`config.mk`:
```
export PLATFORM = sky130hd
export DESIGN_NAME = id_ex_stage
export DESIGN_NICKNAME = d
export VERILOG_FILES = /design/src/rtl/core_pkg.sv /design/src/rtl/hazard_detect.sv /design/src/rtl/id_ex_stage.sv
export SDC_FILE = /design/constraint.sdc
export NUM_CORES = 1
export LEC_CHECK = 0
export ABC_CLOCK_PERIOD_IN_PS = 2600
export BUFFER_PORTS_ARGS = -buffer_cell sky130_fd_sc_hd__buf_2
export CAP_MARGIN = 10
export CORE_MARGIN = 2
export CORE_UTILIZATION = 40
export CTS_BUF_LIST = sky130_fd_sc_hd__clkbuf_4 sky130_fd_sc_hd__clkbuf_8
export DETAILED_ROUTE_END_ITERATION = 10
export GPL_ROUTABILITY_DRIVEN = 0
export PLACE_DENSITY = 0.73
export REMOVE_ABC_BUFFERS = 1
export SLEW_MARGIN = 20
export SYNTH_ARGS = -nofsm -noshare
export SYNTH_HDL_FRONTEND = slang
export SYNTH_SLANG_ARGS = --single-unit
```
`constraint.sdc`:
```
create_clock -name clk -period 2.6 [get_ports clk]
set_input_delay 0.13 -clock clk [delete_from_list [all_inputs] [get_ports clk]]
set_output_delay 0.13 -clock clk [all_outputs]
set_load 0.005 [all_outputs]
```
`src/rtl/core_pkg.sv`:
```
// Shared RV32I core types: control bundle carried down the pipe, x0 index, default width.
package core_pkg;
    localparam int XLEN = 32;
    localparam logic [4:0] REG_ZERO = 5'd0;

    typedef struct packed {
        logic       reg_write;
        logic       mem_to_reg;
        logic       mem_read;
        logic       mem_write;
        logic [1:0] alu_op;
        logic       alu_src;
        logic       branch;
    } ctrl_t;
endpackage

```
`src/rtl/hazard_detect.sv`:
```
// Load-use hazard detector: combinational, driven only by ID/EX state and ID addresses.
module hazard_detect
    import core_pkg::*;
(
    input  logic       valid_ex,
    input  logic       mem_read_ex,
    input  logic [4:0] rd_ex,
    input  logic [4:0] rs1_id,
    input  logic [4:0] rs2_id,
    input  logic       flush,
    input  logic       hold,
    output logic       hz,
    output logic       ctrl_zero,
    output logic       pc_write,
    output logic       if_id_write
);
    logic w_match;

    // rs2 is compared unconditionally; a false stall is cheaper than decoding format.
    assign w_match     = (rd_ex == rs1_id) | (rd_ex == rs2_id);
    assign hz          = valid_ex & mem_read_ex & (rd_ex != REG_ZERO) & w_match;
    assign ctrl_zero   = hz & ~flush & ~hold;
    // A flush discards the dependent instruction, so the fetch stall is released.
    assign pc_write    = ~hold & (~hz | flush);
    assign if_id_write = pc_write;
endmodule

```
`src/rtl/id_ex_stage.sv`:
```
// ID/EX pipeline register with load-use hazard detection.
// Optional bubble/flush statistics counters enabled by defining ID_EX_STATS_EN.
module id_ex_stage
    import core_pkg::*;
#(
    parameter int XLEN  = core_pkg::XLEN,
    parameter int CNT_W = 16
) (
    input  logic            clk,
    input  logic            rst_n,
    input  logic            reg_write_id,
    input  logic            mem_to_reg_id,
    input  logic            mem_read_id,
    input  logic            mem_write_id,
    input  logic            alu_src_id,
    input  logic            branch_id,
    input  logic [1:0]      alu_op_id,
    input  logic [XLEN-1:0] pc_id,
    input  logic [XLEN-1:0] rd1_id,
    input  logic [XLEN-1:0] rd2_id,
    input  logic [XLEN-1:0] imm_id,
    input  logic [4:0]      rs1_id,
    input  logic [4:0]      rs2_id,
    input  logic [4:0]      rd_id,
    input  logic [2:0]      func3_id,
    input  logic            func7b5_id,
    input  logic            flush,
    input  logic            hold,
    output logic            ctrl_zero,
    output logic            pc_write,
    output logic            if_id_write,
    output logic            reg_write_ex,
    output logic            mem_to_reg_ex,
    output logic            mem_read_ex,
    output logic            mem_write_ex,
    output logic            alu_src_ex,
    output logic            branch_ex,
    output logic [1:0]      alu_op_ex,
    output logic [XLEN-1:0] pc_ex,
    output logic [XLEN-1:0] rd1_ex,
    output logic [XLEN-1:0] rd2_ex,
    output logic [XLEN-1:0] imm_ex,
    output logic [4:0]      rs1_ex,
    output logic [4:0]      rs2_ex,
    output logic [4:0]      rd_ex,
    output logic [2:0]      func3_ex,
    output logic            func7b5_ex,
`ifdef ID_EX_STATS_EN
    output logic [CNT_W-1:0] bubble_cnt,
    output logic [CNT_W-1:0] flush_cnt,
`endif
    output logic            valid_ex
);
    ctrl_t           w_ctrl_id;
    ctrl_t           r_ctrl;
    logic            r_valid;
    logic [XLEN-1:0] r_pc, r_rd1, r_rd2, r_imm;
    logic [4:0]      r_rs1, r_rs2, r_rd;
    logic [2:0]      r_func3;
    logic            r_func7b5;
    logic            w_hz;

    assign w_ctrl_id = '{reg_write: reg_write_id, mem_to_reg: mem_to_reg_id,
                         mem_read: mem_read_id, mem_write: mem_write_id,
                         alu_op: alu_op_id, alu_src: alu_src_id, branch: branch_id};

    hazard_detect u_hazard (
        .valid_ex    (r_valid),
        .mem_read_ex (r_ctrl.mem_read),
        .rd_ex       (r_rd),
        .rs1_id      (rs1_id),
        .rs2_id      (rs2_id),
        .flush       (flush),
        .hold        (hold),
        .hz          (w_hz),
        .ctrl_zero   (ctrl_zero),
        .pc_write    (pc_write),
        .if_id_write (if_id_write)
    );

    // Flush outranks hold; data fields still load on flush since they are don't-care.
    always_ff @(posedge clk or negedge rst_n) begin
        if (!rst_n) begin
            r_ctrl    <= '0;
            r_valid   <= 1'b0;
            r_pc      <= '0;
            r_rd1     <= '0;
            r_rd2     <= '0;
            r_imm     <= '0;
            r_rs1     <= '0;
            r_rs2     <= '0;
            r_rd      <= '0;
            r_func3   <= '0;
            r_func7b5 <= 1'b0;
        end else if (flush || !hold) begin
            r_ctrl    <= flush ? '0 : w_ctrl_id;
            r_valid   <= ~flush & ~ctrl_zero;
            r_pc      <= pc_id;
            r_rd1     <= rd1_id;
            r_rd2     <= rd2_id;
            r_imm     <= imm_id;
            r_rs1     <= rs1_id;
            r_rs2     <= rs2_id;
            r_rd      <= rd_id;
            r_func3   <= func3_id;
            r_func7b5 <= func7b5_id;
        end
    end

`ifdef ID_EX_STATS_EN
    logic [CNT_W-1:0] r_bubble_cnt, r_flush_cnt;

    // ctrl_zero is already masked by hold and flush, so bubbles freeze under hold.
    always_ff @(posedge clk or negedge rst_n) begin
        if (!rst_n) begin
            r_bubble_cnt <= '0;
            r_flush_cnt  <= '0;
        end else begin
            if (ctrl_zero && r_bubble_cnt != '1) r_bubble_cnt <= r_bubble_cnt + 1'b1;
            if (flush && r_flush_cnt != '1)      r_flush_cnt  <= r_flush_cnt + 1'b1;
        end
    end

    assign bubble_cnt = r_bubble_cnt;
    assign flush_cnt  = r_flush_cnt;
`endif

    assign reg_write_ex  = r_ctrl.reg_write;
    assign mem_to_reg_ex = r_ctrl.mem_to_reg;
    assign mem_read_ex   = r_ctrl.mem_read;
    assign mem_write_ex  = r_ctrl.mem_write;
    assign alu_op_ex     = r_ctrl.alu_op;
    assign alu_src_ex    = r_ctrl.alu_src;
    assign branch_ex     = r_ctrl.branch;
    assign valid_ex      = r_valid;
    assign pc_ex         = r_pc;
    assign rd1_ex        = r_rd1;
    assign rd2_ex        = r_rd2;
    assign imm_ex        = r_imm;
    assign rs1_ex        = r_rs1;
    assign rs2_ex        = r_rs2;
    assign rd_ex         = r_rd;
    assign func3_ex      = r_func3;
    assign func7b5_ex    = r_func7b5;
endmodule

```
; ---- Word-level counts from Yosys, hierarchy flattened
; Index checks and enable logic that the tools add are counted.
[word_totals]
regBits = 156
output_inout_bits = 159
[op_classes]
n_eq_ne = 2
mux = 1
bitwise = 13
reduce_logical = 3
[ops]
columns = cell, count
row1 = 5-bit equality test, 2
row2 = 8-bit two-way mux, 1
row3 = 1-bit bitwise AND, 7
row4 = 5-bit nonzero test, 1
row5 = 1-bit NOT, 4
row6 = 1-bit OR, 2
row7 = 1-bit zero test, 1
row8 = 1-bit logical OR, 1

; ---- Depth between registers and ports, before layout
; Gate-level depths: netlist of the first run.
[logic_depth]
ltp_word = 7
mapped_depth = 5
mapped_depth_nobuf = 4

; ---- Cells and area by module
; Synthesis of the first run repeated with hierarchy kept, for this count alone.
[unflattened]
hier_cells = 364
hier_area_um2 = 6635.1
[by_module_without_submodules]
columns = mod, n_inst, cells_per_inst, area_per_inst_um2, seq_area_each_um2
row1 = id_ex_stage, 1, 341, 6472.5, 3903.7
row2 = hazard_detect, 1, 23, 162.7, 0.0

; ---- Worst setup path after synthesis of the first run
; Ideal clock, no wire load.
[synth_timing]
path_kind = reg2out
from = register r_rd[0] (netlist: rd_ex[0])
to = output port pc_write
t_arrival_ns = 1.479
required_ns = 2.470
setup_slack_ns = 0.991
path_stages_with_launch = 6
path_buffers = 1
path_cell_list = dfrtp_1 > xor2_1 > nor3_1 > a22oi_1 > o41a_1 > buf_4
[synth_between]
elab_chain_len = 6
[synth_rtl]
columns = item, line_no
row1 = start: declaration, id_ex_stage.sv:58  ; logic [4:0] r_rs1, r_rs2, r_rd;
row2 = start signal: assignment, id_ex_stage.sv:104  ; r_rd <= rd_id;
row3 = 5-bit equality test / 5-bit nonzero test (equally long branches), "hazard_detect.sv:20, hazard_detect.sv:21"
row4 = 1-bit OR / 1-bit bitwise AND (equally long branches), "hazard_detect.sv:20, hazard_detect.sv:21"
row5 = 1-bit bitwise AND *, hazard_detect.sv:21  ; assign hz = valid_ex & mem_read_ex & (rd_ex != REG_ZERO) & w_match;
row6 = 1-bit NOT *, hazard_detect.sv:24  ; assign pc_write = ~hold & (~hz | flush);
row7 = 1-bit OR *, hazard_detect.sv:24
row8 = 1-bit bitwise AND *, hazard_detect.sv:24
row9 = end: declaration, id_ex_stage.sv:30  ; output logic pc_write,
; Every way passes the cells marked *; elsewhere a longest branch is shown, timed or not.

; ---- Worst setup path in the final report of the first run
[layout_timing]
from = register r_rd[2] (netlist: rd_ex[2])
to = output port pc_write
; Same word-level chain as after synthesis.

==> impl_metrics.ini, run 1 <==
[yosys]
yosys_register_bits = 156
synth_area_leaders = dfrtp_1 66%, mux2_1 26%, mux2_2 1.9%, xor2_1 1.5%, buf_2 1.4%
syn_inst = 363
syn_avg_cell_area_um2 = 16.4
yosys_warnings = 0
netlist_area_mm2 = 0.00595
ys_seq_area_share_pct = 65.6
yosys.cell_types.count = 18
synth_top_area_share_pct = 65.6
synth_top_area_cell = dfrtp_1

[sta]
fmax_ghz = 0.471
hold_viol_final = 0
timing.final.crit_share_pct = 81.7
skew_ns = 0.00305
slew_headroom_pct = 58.9
rsz0062_at_grt = no
tightestPinTransition_ns = 0.616
maxSlewViolCount = 0
setup_slack_ns = 0.475
finalCriticalPeriod_ns = 2.13
setup-violations-final = 0
setup_tns_ns = 0

[critical_path]
slowest_delay_ns = 0.45
path_buf_inv = 1
worst_ep_arrival_time_ns = 2.00
cp_top_family = compound AO/OA/AOI/OAI gates
cp_slowest_cell = dfrtp_1
endpoint_kind = output pin
cp_cell_sequence = xor2_1 > nor3_1 > a22oi_1 > o41a_1 > buf_2
crit_path_start_kind = register
required_ns = 2.47
cp_max_fo = 5
crit_type = register to output pin

[power]
irDropWorstVdd_mv = 0.346
p_total_uw = 5750
powerDensity_mw_per_mm2 = 583
leakage_uw = 0.00481

[floorplanning]
io_pins = 318
die_h_um = 126
die_w_um = 126
start_util_pct = 41.0
rows = 44
coreArea_mm2 = 0.0145
die-area_mm2 = 0.0159

[status]
outcome = finished clean

[finish]
final-seq-area_mm2 = 0.00390
fin_cells = 1044
multi_input_area_mm2 = 0.00195
nets = 1008
antennaDiodeCount = 0
fin_area_mm2 = 0.00987
fillers = 1008
area_growth_pct = 65.8
drive_above_1_share_pct = 42.6

[cts]
ctsResizeCount = 0
numCtsBuffers = 17
root_buffer = clkbuf_8
cts_sinks = 156
clk_latency_ns = 0.42
cts_htree_levels = 4
cts_tree = built
cts.reportedPaths.clkPinSlew_ns = 0.07
clock_path_buffers = 2
cts_setup_buffers = 0

[drt]
vias = 4857
wl_per_cell_um = 16.7
ant_nets = 0
drtPass1Iterations = 4
vias_per_cell = 4.65
drc = 0
drt-initial-drc-count = 162
wl_um = 17500

[flow_run]
max-cap-violations = 0

[placement]
dp_cells = 850
dpl_cell_area_mm2 = 0.00776
port_buffers = 317
place_worst_setup_slack_ns = 0.893
hpwl_um = 11000

[grt]
grt_overflow = 0
grt_max_degree = 68
groute.usage.overall_pct = 22.5
grt_pass1_wl_um = 28200
antenna_found_initial = 0
grt_pass1_vias = 5510

[hold_path]
min_path_type = primary input to register
==> sequential cells by signal (all words and copies together), names as in the netlist, 2 cells and up <==
register	flops
rd2_ex	32
alu_op_ex	2
rd1_ex	32
func3_ex	3
imm_ex	32
pc_ex	32
rs2_ex	5
rd_ex	5
rs1_ex	5
==> repair_timing <==
item	in CTS	in global routing
endpoints found under the hold margin	219	0
hold buffers	164	0
endpoints found under the setup margin	0	0
==> layout by cell type, fill, tap and decap left out, types with 6 or more instances in the layout <==
cell and instances:
dlygate4sd3_1 164, nor2_1 11, dfrtp_1 156, buf_2 316, mux2i_1 8, mux2_1 137
bufinv_16 6, mux2_2 10, xor2_1 10, clkbuf_8 17
==> cells by family (layout without fill, tap and decap cells) <==
kind of cell | count (synthesis) | after routing | share of synthesized area [%]
XOR/XNOR | 10 | 10 | 1.47
AO/OA/AOI/OAI | 3 | 3 | 0.652
multiplexers | 155 | 155 | 29.2
flip-flops | 156 | 156 | 65.6
AND/OR/NAND/NOR | 18 | 18 | 1.41
buffers and inverters | 21 | 518 | 1.74
==> final cells by class <==
cell class / instances / share of cell area, %
sequential: 156 / 39.5
timing repair buffer: 486 / 33.5
multi-input combinational: 186 / 19.8
clock buffer: 19 / 2.52
tap: 184 / 2.33
clock inverter: 11 / 2.22
inverter: 2 / 0.0760
==> synthesized netlist by cell type <==
cell,number
or4_1,1
buf_2,17
buf_4,1
inv_1,2
mux2_1,137
nor2_2,1
o221a_4,1
mux2i_1,8
nand2_1,2
mux2_2,10
o41a_1,1
clkbuf_1,1
dfrtp_1,156
nor2_1,11
nor3_1,2
or4_4,1
a22oi_1,1
xor2_1,10
==> path summary, 6_finish.rpt <==
kind	start	end	slack, ns	cells after the start
setup / recovery	rd_ex[2]$_DFFE_PN0P_	pc_write	0.47	5
hold / removal	flush	valid_ex$_DFFE_PN0P_	0.21	3
setup reg to reg	rd_ex[2]$_DFFE_PN0P_	valid_ex$_DFFE_PN0P_	1.10	4
hold reg to reg	imm_ex[14]$_DFFE_PN0P_	imm_ex[14]$_DFFE_PN0P_	0.48	1
max in group asynchronous	rst_n	rd2_ex[17]$_DFFE_PN0P_	1.57	3
min in group asynchronous	rst_n	rs1_ex[1]$_DFFE_PN0P_	0.26	2
==> per-layer routing <==
layer  GRT usage (%)  vias to the layer above  routed length, µm
li1                -                     2233                  -
met1            24.3                     2352               6470
met2            41.5                      228               9260
met3            5.61                       44               1180
met4            10.0                        0                560
met5               0                        -                  0
==> per-stage QoR <==
step	utilization, %	hold slack [ns]
2_1_floorplan	-	-0.166
3_3_place_gp	53.4	0.159
3_5_place_dp	53.4	0.173
4_1_cts	67.9	0.136
5_1_grt	67.9	0.185
6_report	67.9	0.207
==> report_power, final <==
part / switching, µW / internal, µW / leakage (µW)
registers: 109 / 2630 / 0.00183
clock network: 859 / 1250 / 0.000233
logic: 368 / 537 / 0.00275
==> worst reg2reg max path: stages, from the launching register on <==
cell and delay [ns]:
dfrtp_1 0.45, or4_1 0.17, nor2_2 0.04, or4_4 0.49
o221a_4 0.23
(Power assumes the default switching activity.)
==> run 2, diff against run 1 <==
- ABC_CLOCK_PERIOD_IN_PS: 2600 -> 2000
- clock period: 2.6 -> 2 ns (I/O delays scaled with it)
==> run 2 against run 1 <==
Effect of this change:
- die area stayed put
- routed wire length is 3.1% higher
- largest power group unchanged
- count of clock-buffer cells in the layout stayed put
==> impl_metrics.ini, run 2 (same netlist as run 1, synthesis figures left out) <==
[drt]
wl_per_cell_um = 17.1
vias = 4989
vias_per_cell = 4.73
ant_nets = 0
drtPass1Iterations = 4
drt-initial-drc-count = 186
wl_um = 18000
drc = 0

[placement]
port_buffers = 317
dp_cells = 853
hpwl_um = 10900

[sta]
tightestPinTransition_ns = 0.425
skew_ns = 0.00893
hold_ws_ns = 0.134
setup-violations-final = 0
fmax_ghz = 0.505
hold_viol_final = 0
finalCriticalPeriod_ns = 1.98
rsz0062_at_grt = yes
timing.final.crit_share_pct = 99.0
slew_headroom_pct = 71.7
maxSlewViolCount = 0

[floorplanning]
io_pins = 318
coreArea_mm2 = 0.0145
die-area_mm2 = 0.0159
die_h_um = 126
die_w_um = 126
start_util_pct = 41.0
rows = 44

[critical_path]
reg2reg_slack_ns = 0.42
worstReg2RegStart = rd_ex[2]$_DFFE_PN0P_
path_buf_inv = 1
cp_slowest_cell = dfrtp_2
endpoint_kind = output pin
crit_path_start_kind = register
slowest_delay_ns = 0.45
cp_cell_sequence = xor2_2 > nor3_2 > a22oi_2 > o41a_1 > buf_2
cp_top_family = compound AO/OA/AOI/OAI gates
cp-startpoint = rd_ex[2]$_DFFE_PN0P_
crit_type = register to output pin
cp_max_fo = 5
required_ns = 1.90
worst_ep_arrival_time_ns = 1.88

[grt]
grt_pass1_wl_um = 28400
groute.usage.overall_pct = 22.8
grt_max_degree = 63
grt_pass1_vias = 5615
grt_overflow = 0
antenna_found_initial = 0

[power]
power_switching_uw = 1830
leakage_uw = 0.00486
powerDensity_mw_per_mm2 = 751
pwr-share-clk_pct = 36.4
sw_frac_of_total_pct = 24.4
p_comb_share_pct = 16.2
p_int_uw = 5680
pwr-share-seq_pct = 47.4
irDropWorstVdd_mv = 0.416

[finish]
nets = 1016
final_cell_mix = 316 x buf_2, 164 x dlygate4sd3_1, 153 x dfrtp_1
antennaDiodeCount = 0
area_growth_pct = 68.0
fin_cells = 1054
final_common_cell = buf_2
drive_above_1_share_pct = 44.5

[cts]
root_buffer = clkbuf_8
cts_sinks = 156
cts_tree = built
cts.reportedPaths.clkPinSlew_ns = 0.09
clk_latency_ns = 0.43
cts_htree_levels = 4
clock_path_buffers = 2
numCtsBuffers = 17

[status]
outcome = finished clean

[hold_path]
min_path_type = primary input to async pin

[flow_run]
max-cap-violations = 0
[run 2: layer usage]
metal	vias up	part of all wire, %	GRT usage (%)
met1	2463	38	24.6
met4	0	2.8	9.24
li1	2251	-	-
met2	235	53	41.4
met5	-	0	0
met3	40	6.6	6.97
[run 2: per-stage QoR]
step	setup TNS (ns)	power (µW)	instance area, µm²	setup WS [ns]	util [%]
2_1_floorplan	-299.01	3940	5860	-2.04	-
3_3_place_gp	0	4490	7800	0.373	53.7
3_5_place_dp	0	4530	7800	0.357	53.7
4_1_cts	0	7520	9940	0.0134	68.4
5_1_grt	-0.156	7840	10000	-0.0659	68.8
6_report	0	7510	10000	0.0207	68.8
[run 2: final cells by class]
type	instances	area [µm²]
inverters	2	7.51
fillers	967	4530
multi-input cells	186	2000
clock inverters	13	214
clock buffers	19	255
well taps	184	230
flip-flops and latches	156	3910
repair buffers	494	3390
[run 2: power by group through the flow]
stage                     clock network (µW)  registers (µW)  logic [µW]
after floorplan                            0            3620         319
after detailed placement                   0            3610         921
after global routing                    2920            3590        1320
after CTS                               2790            3550        1190
after global placement                     0            3590         897
final                                   2730            3560        1220
[run 2: worst register-to-register path, stage by stage, from the launching register on]
cell and delay, ns:
dfrtp_2 0.45, or4_4 0.54, nor2_4 0.13, or4_4 0.14, buf_4 0.11, o221a_4 0.16
[run 2: repair_timing]
| action | CTS | global route |
|---|---|---|
| buffers inserted | 3 | 2 |
| hold endpoints to repair | 293 | 0 |
| endpoints found under the setup margin | 3 | 3 |
| hold buffers | 164 | 0 |
| pin swaps | 4 | 7 |
| gates resized for setup | 3 | 10 |
[run 2: final timing paths]
| check | to | depth (start not counted) |
|---|---|---|
| max reg2reg | valid_ex$_DFFE_PN0P_ | 5 |
| min in group clk | valid_ex$_DFFE_PN0P_ | 3 |
| min | rs1_ex[0]$_DFFE_PN0P_ | 2 |
| max in group asynchronous | pc_ex[6]$_DFFE_PN0P_ | 3 |
| max | if_id_write | 5 |
| min reg2reg | imm_ex[26]$_DFFE_PN0P_ | 1 |
